--- src/rtl/sys_reset_gen.sv ---
// Reset sequencer on the PLL system clock: holds o_sys_nrst low until lock is stable, filters lock glitches,
// honours software/watchdog requests and logs the last cause. Define SYS_RESET_GEN_WDOG_EN to enable i_wdog_rst.
module sys_reset_gen #(
    parameter int SYNC_STAGES = 2,
    parameter int HOLD_CYCLES = 1024,
    parameter int LOCK_FILTER = 16
) (
    input  logic       i_clk,
    input  logic       i_nrst,
    input  logic       i_locked,
    input  logic       i_sw_rst,
    input  logic       i_wdog_rst,
    output logic       o_sys_nrst,
    output logic [1:0] o_cause,
    output logic [7:0] o_rst_cnt
);

    localparam int HOLD_W = (HOLD_CYCLES > 1) ? $clog2(HOLD_CYCLES) : 1;
    localparam int FILT_W = (LOCK_FILTER > 1) ? $clog2(LOCK_FILTER) : 1;
    localparam logic [HOLD_W-1:0] HOLD_LAST = HOLD_W'(HOLD_CYCLES - 1);
    localparam logic [FILT_W-1:0] FILT_LAST = FILT_W'(LOCK_FILTER - 1);

    localparam logic [1:0] CAUSE_LOCK = 2'd1;
    localparam logic [1:0] CAUSE_WDOG = 2'd2;
    localparam logic [1:0] CAUSE_SW   = 2'd3;

    typedef enum logic [1:0] {
        WAIT_LOCK = 2'd0,
        HOLD      = 2'd1,
        RUN       = 2'd2
    } state_t;

    logic [SYNC_STAGES-1:0] sync_r;
    logic                   lock_s;
    state_t                 state_r;
    state_t                 next_state_s;
    logic [HOLD_W-1:0]      hold_cnt_r;
    logic [HOLD_W-1:0]      hold_cnt_nxt_s;
    logic [FILT_W-1:0]      filt_cnt_r;
    logic [FILT_W-1:0]      filt_cnt_nxt_s;
    logic                   run_exit_s;
    logic [1:0]             exit_cause_s;
    logic                   wdog_req_s;

`ifdef SYS_RESET_GEN_WDOG_EN
    assign wdog_req_s = i_wdog_rst;
`else
    logic wdog_unused_s;
    assign wdog_unused_s = i_wdog_rst;
    assign wdog_req_s    = 1'b0;
`endif

    assign lock_s = sync_r[SYNC_STAGES-1];

    // Lock flag synchronizer; clears to "unlocked" so a reset never looks locked.
    always_ff @(posedge i_clk or negedge i_nrst) begin
        if (!i_nrst) begin
            sync_r <= '0;
        end else begin
            sync_r <= {sync_r[SYNC_STAGES-2:0], i_locked};
        end
    end

    // Next-state, counter and exit-cause decision.
    always_comb begin
        next_state_s   = state_r;
        hold_cnt_nxt_s = hold_cnt_r;
        filt_cnt_nxt_s = filt_cnt_r;
        run_exit_s     = 1'b0;
        exit_cause_s   = o_cause;
        case (state_r)
            WAIT_LOCK: begin
                if (lock_s) begin
                    next_state_s   = HOLD;
                    hold_cnt_nxt_s = '0;
                end else begin
                    next_state_s   = WAIT_LOCK;
                end
            end
            HOLD: begin
                // Any unlock during HOLD restarts the wait; no filtering here.
                if (!lock_s) begin
                    next_state_s   = WAIT_LOCK;
                    hold_cnt_nxt_s = '0;
                end else if (hold_cnt_r == HOLD_LAST) begin
                    next_state_s   = RUN;
                    filt_cnt_nxt_s = '0;
                end else begin
                    hold_cnt_nxt_s = hold_cnt_r + 1'b1;
                end
            end
            RUN: begin
                if (!lock_s && (filt_cnt_r == FILT_LAST)) begin
                    next_state_s   = WAIT_LOCK;
                    hold_cnt_nxt_s = '0;
                    run_exit_s     = 1'b1;
                    exit_cause_s   = CAUSE_LOCK;
                end else if (wdog_req_s) begin
                    next_state_s   = HOLD;
                    hold_cnt_nxt_s = '0;
                    run_exit_s     = 1'b1;
                    exit_cause_s   = CAUSE_WDOG;
                end else if (i_sw_rst) begin
                    next_state_s   = HOLD;
                    hold_cnt_nxt_s = '0;
                    run_exit_s     = 1'b1;
                    exit_cause_s   = CAUSE_SW;
                end else if (lock_s) begin
                    filt_cnt_nxt_s = '0;
                end else begin
                    filt_cnt_nxt_s = filt_cnt_r + 1'b1;
                end
            end
            default: begin
                next_state_s   = WAIT_LOCK;
                hold_cnt_nxt_s = '0;
                filt_cnt_nxt_s = '0;
            end
        endcase
    end

    // State, counters and registered outputs; o_sys_nrst tracks the state edge exactly.
    always_ff @(posedge i_clk or negedge i_nrst) begin
        if (!i_nrst) begin
            state_r    <= WAIT_LOCK;
            hold_cnt_r <= '0;
            filt_cnt_r <= '0;
            o_sys_nrst <= 1'b0;
            o_cause    <= 2'd0;
            o_rst_cnt  <= 8'd0;
        end else begin
            state_r    <= next_state_s;
            hold_cnt_r <= hold_cnt_nxt_s;
            filt_cnt_r <= filt_cnt_nxt_s;
            o_sys_nrst <= (next_state_s == RUN);
            if (run_exit_s) begin
                o_cause <= exit_cause_s;
                if (o_rst_cnt != 8'd255) begin
                    o_rst_cnt <= o_rst_cnt + 8'd1;
                end else begin
                    o_rst_cnt <= o_rst_cnt;
                end
            end else begin
                o_cause   <= o_cause;
                o_rst_cnt <= o_rst_cnt;
            end
        end
    end

endmodule

--- config.mk ---
export PLATFORM = sky130hd
export DESIGN_NAME = sys_reset_gen
export DESIGN_NICKNAME = d
export VERILOG_FILES = /design/src/rtl/sys_reset_gen.sv
export SDC_FILE = /design/constraint.sdc
export NUM_CORES = 1
export LEC_CHECK = 0
export BUFFER_PORTS_ARGS = -buffer_cell sky130_fd_sc_hd__buf_4
export CAP_MARGIN = 40
export CORE_MARGIN = 8
export CORE_UTILIZATION = 60
export CTS_CLUSTER_DIAMETER = 80
export CTS_CLUSTER_SIZE = 12
export DETAILED_ROUTE_END_ITERATION = 6
export GPL_TIMING_DRIVEN = 0
export PLACE_DENSITY = 0.81
export SLEW_MARGIN = 20
export SYNTH_ARGS = -nofsm -noshare
export SYNTH_HDL_FRONTEND = slang
export SYNTH_SLANG_ARGS = --single-unit
--- constraint.sdc ---
create_clock -name i_clk -period 5.6 [get_ports i_clk]
set_input_delay 1.12 -clock i_clk [delete_from_list [all_inputs] [get_ports i_clk]]
set_output_delay 1.12 -clock i_clk [all_outputs]
set_load 0.02 [all_outputs]
## After elaboration in Yosys (flattened, before gate mapping)

Index checks and enable logic that the tools add are counted.

- Bits in registers: 29
- Word-level logic and storage cells: 55

- Add/sub/neg operators: 3
- Eq/ne operators: 13
- Mux-type cells: 23
- Bitwise logic cells: 1
- Reduce and logical (&&, ||, !) cells: 8

Operators with widths:

| cell | number |
|---|---|
| 2-to-1 mux 10 bit | 5 |
| case mux 10 bit (3 select lines) | 1 |
| 2-to-1 mux 4 bit | 5 |
| 2-to-1 mux 2 bit | 6 |
| case mux 4 bit (3 select lines) | 1 |
| adder 10 x 1 -> 10 bit, second input constant | 1 |
| equality test 10 bit, second input constant | 1 |
| != test 2 bit, second input constant | 5 |
| adder 8 x 1 -> 8 bit, second input constant | 1 |
| != test 8 bit, second input constant | 1 |
| != test 3 bit, second input constant | 2 |
| case mux 2 bit (3 select lines) | 1 |
| AND reduction 3 bit | 2 |
| AND reduction 5 bit | 1 |
| adder 4 x 1 -> 4 bit, second input constant | 1 |
| equality test 2 bit, second input constant | 2 |
| equality test 4 bit, second input constant | 1 |
| 2-to-1 mux 1 bit | 4 |
| equality test 2 x 1 -> 1 bit, second input constant | 1 |
| zero test 2 bit | 1 |
| AND reduction 2 bit | 1 |
| nonzero test 2 bit | 1 |
| logical AND 1 bit | 1 |
| zero test 1 bit | 1 |
| NOT 1 bit | 1 |

## Longest topological paths before layout

- Depth after elaboration: 5
- Depth in mapped cells: 6
- Depth with buffers taken out: 5

## Worst setup path after synthesis

Ideal clock, no wire load.

- Kind: input -> register
- From: input port i_sw_rst
- To: register o_rst_cnt[1]
- Library setup time: 0.127 ns
- Arrival time: 2.144 ns
- Path slack: 3.328 ns
- Stages on the path: 5
- Path buffers: 1
- Cell sequence: nor2b_1 > clkbuf_1 > o2bb2ai_4 > and2_2 > mux2_1

- Cells in the longest elaborated chain, start to end: 4

RTL lines:

| what | RTL line | RTL |
|---|---|---|
| start: declaration | 11 | `input logic i_sw_rst,` |
| 2-to-1 mux 1 bit | 103 | `end else if (i_sw_rst) begin` |
| 2-to-1 mux 1 bit | 93 | `if (!lock_s && (filt_cnt_r == FILT_LAST)) begin` |
| 2-to-1 mux 1 bit | 71 | `case (state_r)` |
| AND reduction 2 bit (no line) | - |  |
| end signal: assignment | 139 | `o_rst_cnt <= o_rst_cnt + 8'd1;` |
| end signal: assignment | 141 | `o_rst_cnt <= o_rst_cnt;` |
| end signal: assignment | 145 | `o_rst_cnt <= o_rst_cnt;` |
| end: declaration | 15 | `output logic [7:0] o_rst_cnt` |

No other way between the ends.
A chain may end at the register's enable or synchronous reset.

## Worst setup path in the final report

Ends and elaborated chain as after synthesis.

==> flow_metrics.py <==
metrics = {
    "sta": {
        "tns_ns": 0,
        "worst_pin_slew_ns": 0.645,
        "max_freq_mhz": 459,
        "rsz0062_at_grt": "false",
        "fin_hold_ws_ns": 0.368,
        "slew_viol_final": 0,
        "period_share_pct": 38.9,
        "finalHoldViolations": 0,
        "period_needed_ns": 2.18,
        "slew_headroom_pct": 56.7,
        "finalSetupViolations": 0,
        "clock_skew_ns": 0.0149,
    },
    "placement": {
        "gp_congestion": 0.823,
        "numPortBuffers": 14,
        "dp_hpwl_mm": 2.28,
    },
    "yosys": {
        "synth.cell_area_um2": 1570,
        "synth_area_leader_cell": "dfrtp_1",
        "synth_nets": 164,
        "postSynthCellCount": 156,
        "synth_top_area_share_pct": 46.1,
        "yosysWarnings": 0,
        "ys_seq_area_share_pct": 46.1,
        "ys_top_cells_by_area": "dfrtp_1, mux2i_1, nand3_1",
        "synth_cell_types": 41,
        "synth-seq-cells": 29,
        "avgSynthCellArea_um2": 10.1,
    },
    "worst_setup_path": {
        "crit_path_max_fanout": 8,
        "setup.worst_path.end_class": "flip-flop",
        "worstPathArrival_ns": 2.41,
        "ff2ff_path_depth": 5,
        "r2r_end": "hold_cnt_r[8]",
        "timing.reg2reg.setup_slack_ns": 3.60,
        "worstSetupPathDepth": 6,
        "critPathBufInv": 2,
        "cpLargestDelayFamily": "buffers and inverters",
        "cp.required_ns": 5.83,
        "timing.rr.start": "filt_cnt_r[0]",
        "worst_path_max_delay_cell": "clkbuf_1",
        "cp-start-kind": "primary input",
        "cp-endpoint": "o_rst_cnt[1]",
        "crit_chain": "buf_4, nor2b_1, clkbuf_1, o2bb2ai_4, and2_2, mux2_1",
        "cp-startpoint": "i_sw_rst",
        "path_class": "primary input to flip-flop",
        "critPathMaxStageDelay_ns": 0.32,
    },
    "route": {
        "drc": 0,
        "drtPass1Iterations": 4,
        "wirelength_mm": 3.23,
        "drt_iter0_markers": 55,
        "vias_per_cell": 6.07,
        "vias": 1263,
        "wl_per_cell_um": 15.5,
        "drtAntennaViolNets": 0,
    },
    "clocking": {
        "htree_levels": 2,
        "cts.repair.resized": 0,
        "clk_latency_ns": 0.34,
        "cts.sinks": 29,
        "clockBufferDepth": 2,
        "postCtsSetupBuffers": 0,
        "cts_tree": "done",
        "cts_buffers": 5,
        "postCtsHoldBufs": 0,
        "root_buffer": "clkbuf_4",
        "path_clk_slew_ns": 0.09,
    },
    "die": {
        "die_area_um2": 4520,
        "die_y_um": 67.2,
        "io_pins": 16,
        "core_um2": 2480,
        "initial_core_util_pct": 63.5,
        "row_count": 18,
        "dieWidth_um": 67.2,
    },
    "power": {
        "powerDensity_nw_per_um2": 214,
        "max-vdd-ir-drop_uv": 193,
        "power.leakage_nw": 0.806,
    },
    "global_route": {
        "first_global_vias": 1269,
        "track_usage_pct": 15.9,
        "grt_overflow": 0,
        "grt_max_degree": 30,
        "grt_first_pass_wirelength_mm": 5.47,
        "antenna_found_initial": 0,
    },
    "hold_path": {
        "hold_class": "flip-flop to flip-flop",
        "hold_start": "sync_r[0]",
    },
    "final_layout": {
        "num_antenna_cells": 0,
        "multi_input_area_um2": 808,
        "drive_gt1_share_pct": 18.0,
        "fillCellCount": 193,
        "layout.nets": 185,
        "synthToLayoutAreaGrowth_pct": 13.5,
        "regArea_um2": 726,
    },
    "job": {
        "drv_cap": 0,
    },
    "status": {
        "status": "completed",
    },
}
synthesized netlist by cell type (all sizes together):
master   number
and2          2
o22ai         1
nor2b         1
nand4         6
mux2i         7
dfrtp        29
o31ai         4
and3          4
a41o          2
nand3        14
clkbuf        2
and4          2
inv           3
o211ai        1
a21oi         8
mux2          1
a21boi        1
o21ba         1
o41ai         2
o2bb2ai       1
o21ai         7
ha            3
a41oi         2
nand2b        5
and4bb        1
o21bai        1
and4b         1
nand3b        1
a211oi        2
a211o         1
nor2          7
or3b          2
o311ai        1
xnor2         5
nand2        16
buf           4
xor2          3
or2           1
o31a          1
cells in the final DEF (no fill, tap or decap), types with 6 or more instances in the layout:
master   synthesis  routed
a21oi_1          8       8
buf_4            0      14
dfrtp_1         29      29
mux2i_1          7       7
nand2_1         16      16
nand3_1         14      14
nand4_1          6       6
nor2_1           7       7
o21ai_0          7       7
how the worst min path moves through the flow:
| stage | to | slack, ns | cells past startpoint |
|---|---|---|---|
| floorplan | sync_r[1] | 0.33 | 0 |
| global placement | sync_r[1] | 0.34 | 0 |
| detailed placement | sync_r[1] | 0.35 | 0 |
| CTS | sync_r[1] | 0.37 | 0 |
| global route | sync_r[1] | 0.37 | 0 |
| finish | sync_r[1] | 0.37 | 0 |
per-stage QoR:
stage	std cells	cell area, µm²	total power (W)	util (%)	worst slack, ns
after floorplan	156	1570	0.000230	-	3.33
after global placement	200	1720	0.000238	69.2	3.09
after detailed placement	200	1720	0.000239	69.2	3.08
after CTS	208	1790	0.000389	72.1	3.44
after global routing	208	1790	0.000397	72.1	3.35
final	208	1790	0.000383	72.1	3.42
power breakdown:
| part | internal [W] | total [W] | switching, W | leakage (nW) |
|---|---|---|---|---|
| sequential | 0.000211 | 0.000213 | 0.00000135 | 0.392 |
| combinational | 0.00000734 | 0.0000220 | 0.0000146 | 0.373 |
| clock | 0.0000726 | 0.000148 | 0.0000756 | 0.0413 |
| total | 0.000291 | 0.000383 | 0.0000916 | 0.806 |
cells by family after synthesis:
kind of cell	share of synthesized area, %
AOI/OAI and AO/OA	17.7
xor gates and xnor gates	4.46
adders and majority gates	2.39
buffers and inverters	2.47
DFF	46.1
muxes	5.17
and+or+nand+nor	21.7
routing by layer:
layer	global-route usage, %	wire, µm	part of all wire, %	vias to the layer above
met2	25.0	1500	46	27
met5	0	0	0	-
met1	18.5	1520	47	606
li1	-	-	-	622
met4	11.5	90	2.8	0
met3	4.30	129	4.0	8
final cells by class:
cell class              instances  area share, %
repair buffers                 14           5.89
plain buffers                   6           1.54
clock buffers                   7           3.64
clock inverters                 1          0.280
multi-input cells             118           45.3
flip-flops and latches         29           40.6
well taps                      30           2.10
inverters                       3          0.631
flip-flops by register name (all words and copies together) (netlist names):
name / count
o_cause: 2
o_sys_nrst: 1
hold_cnt_r: 10
filt_cnt_r: 4
state_r: 2
sync_r: 2
o_rst_cnt: 8
Note: power is estimated with default switching activity, not from simulation.
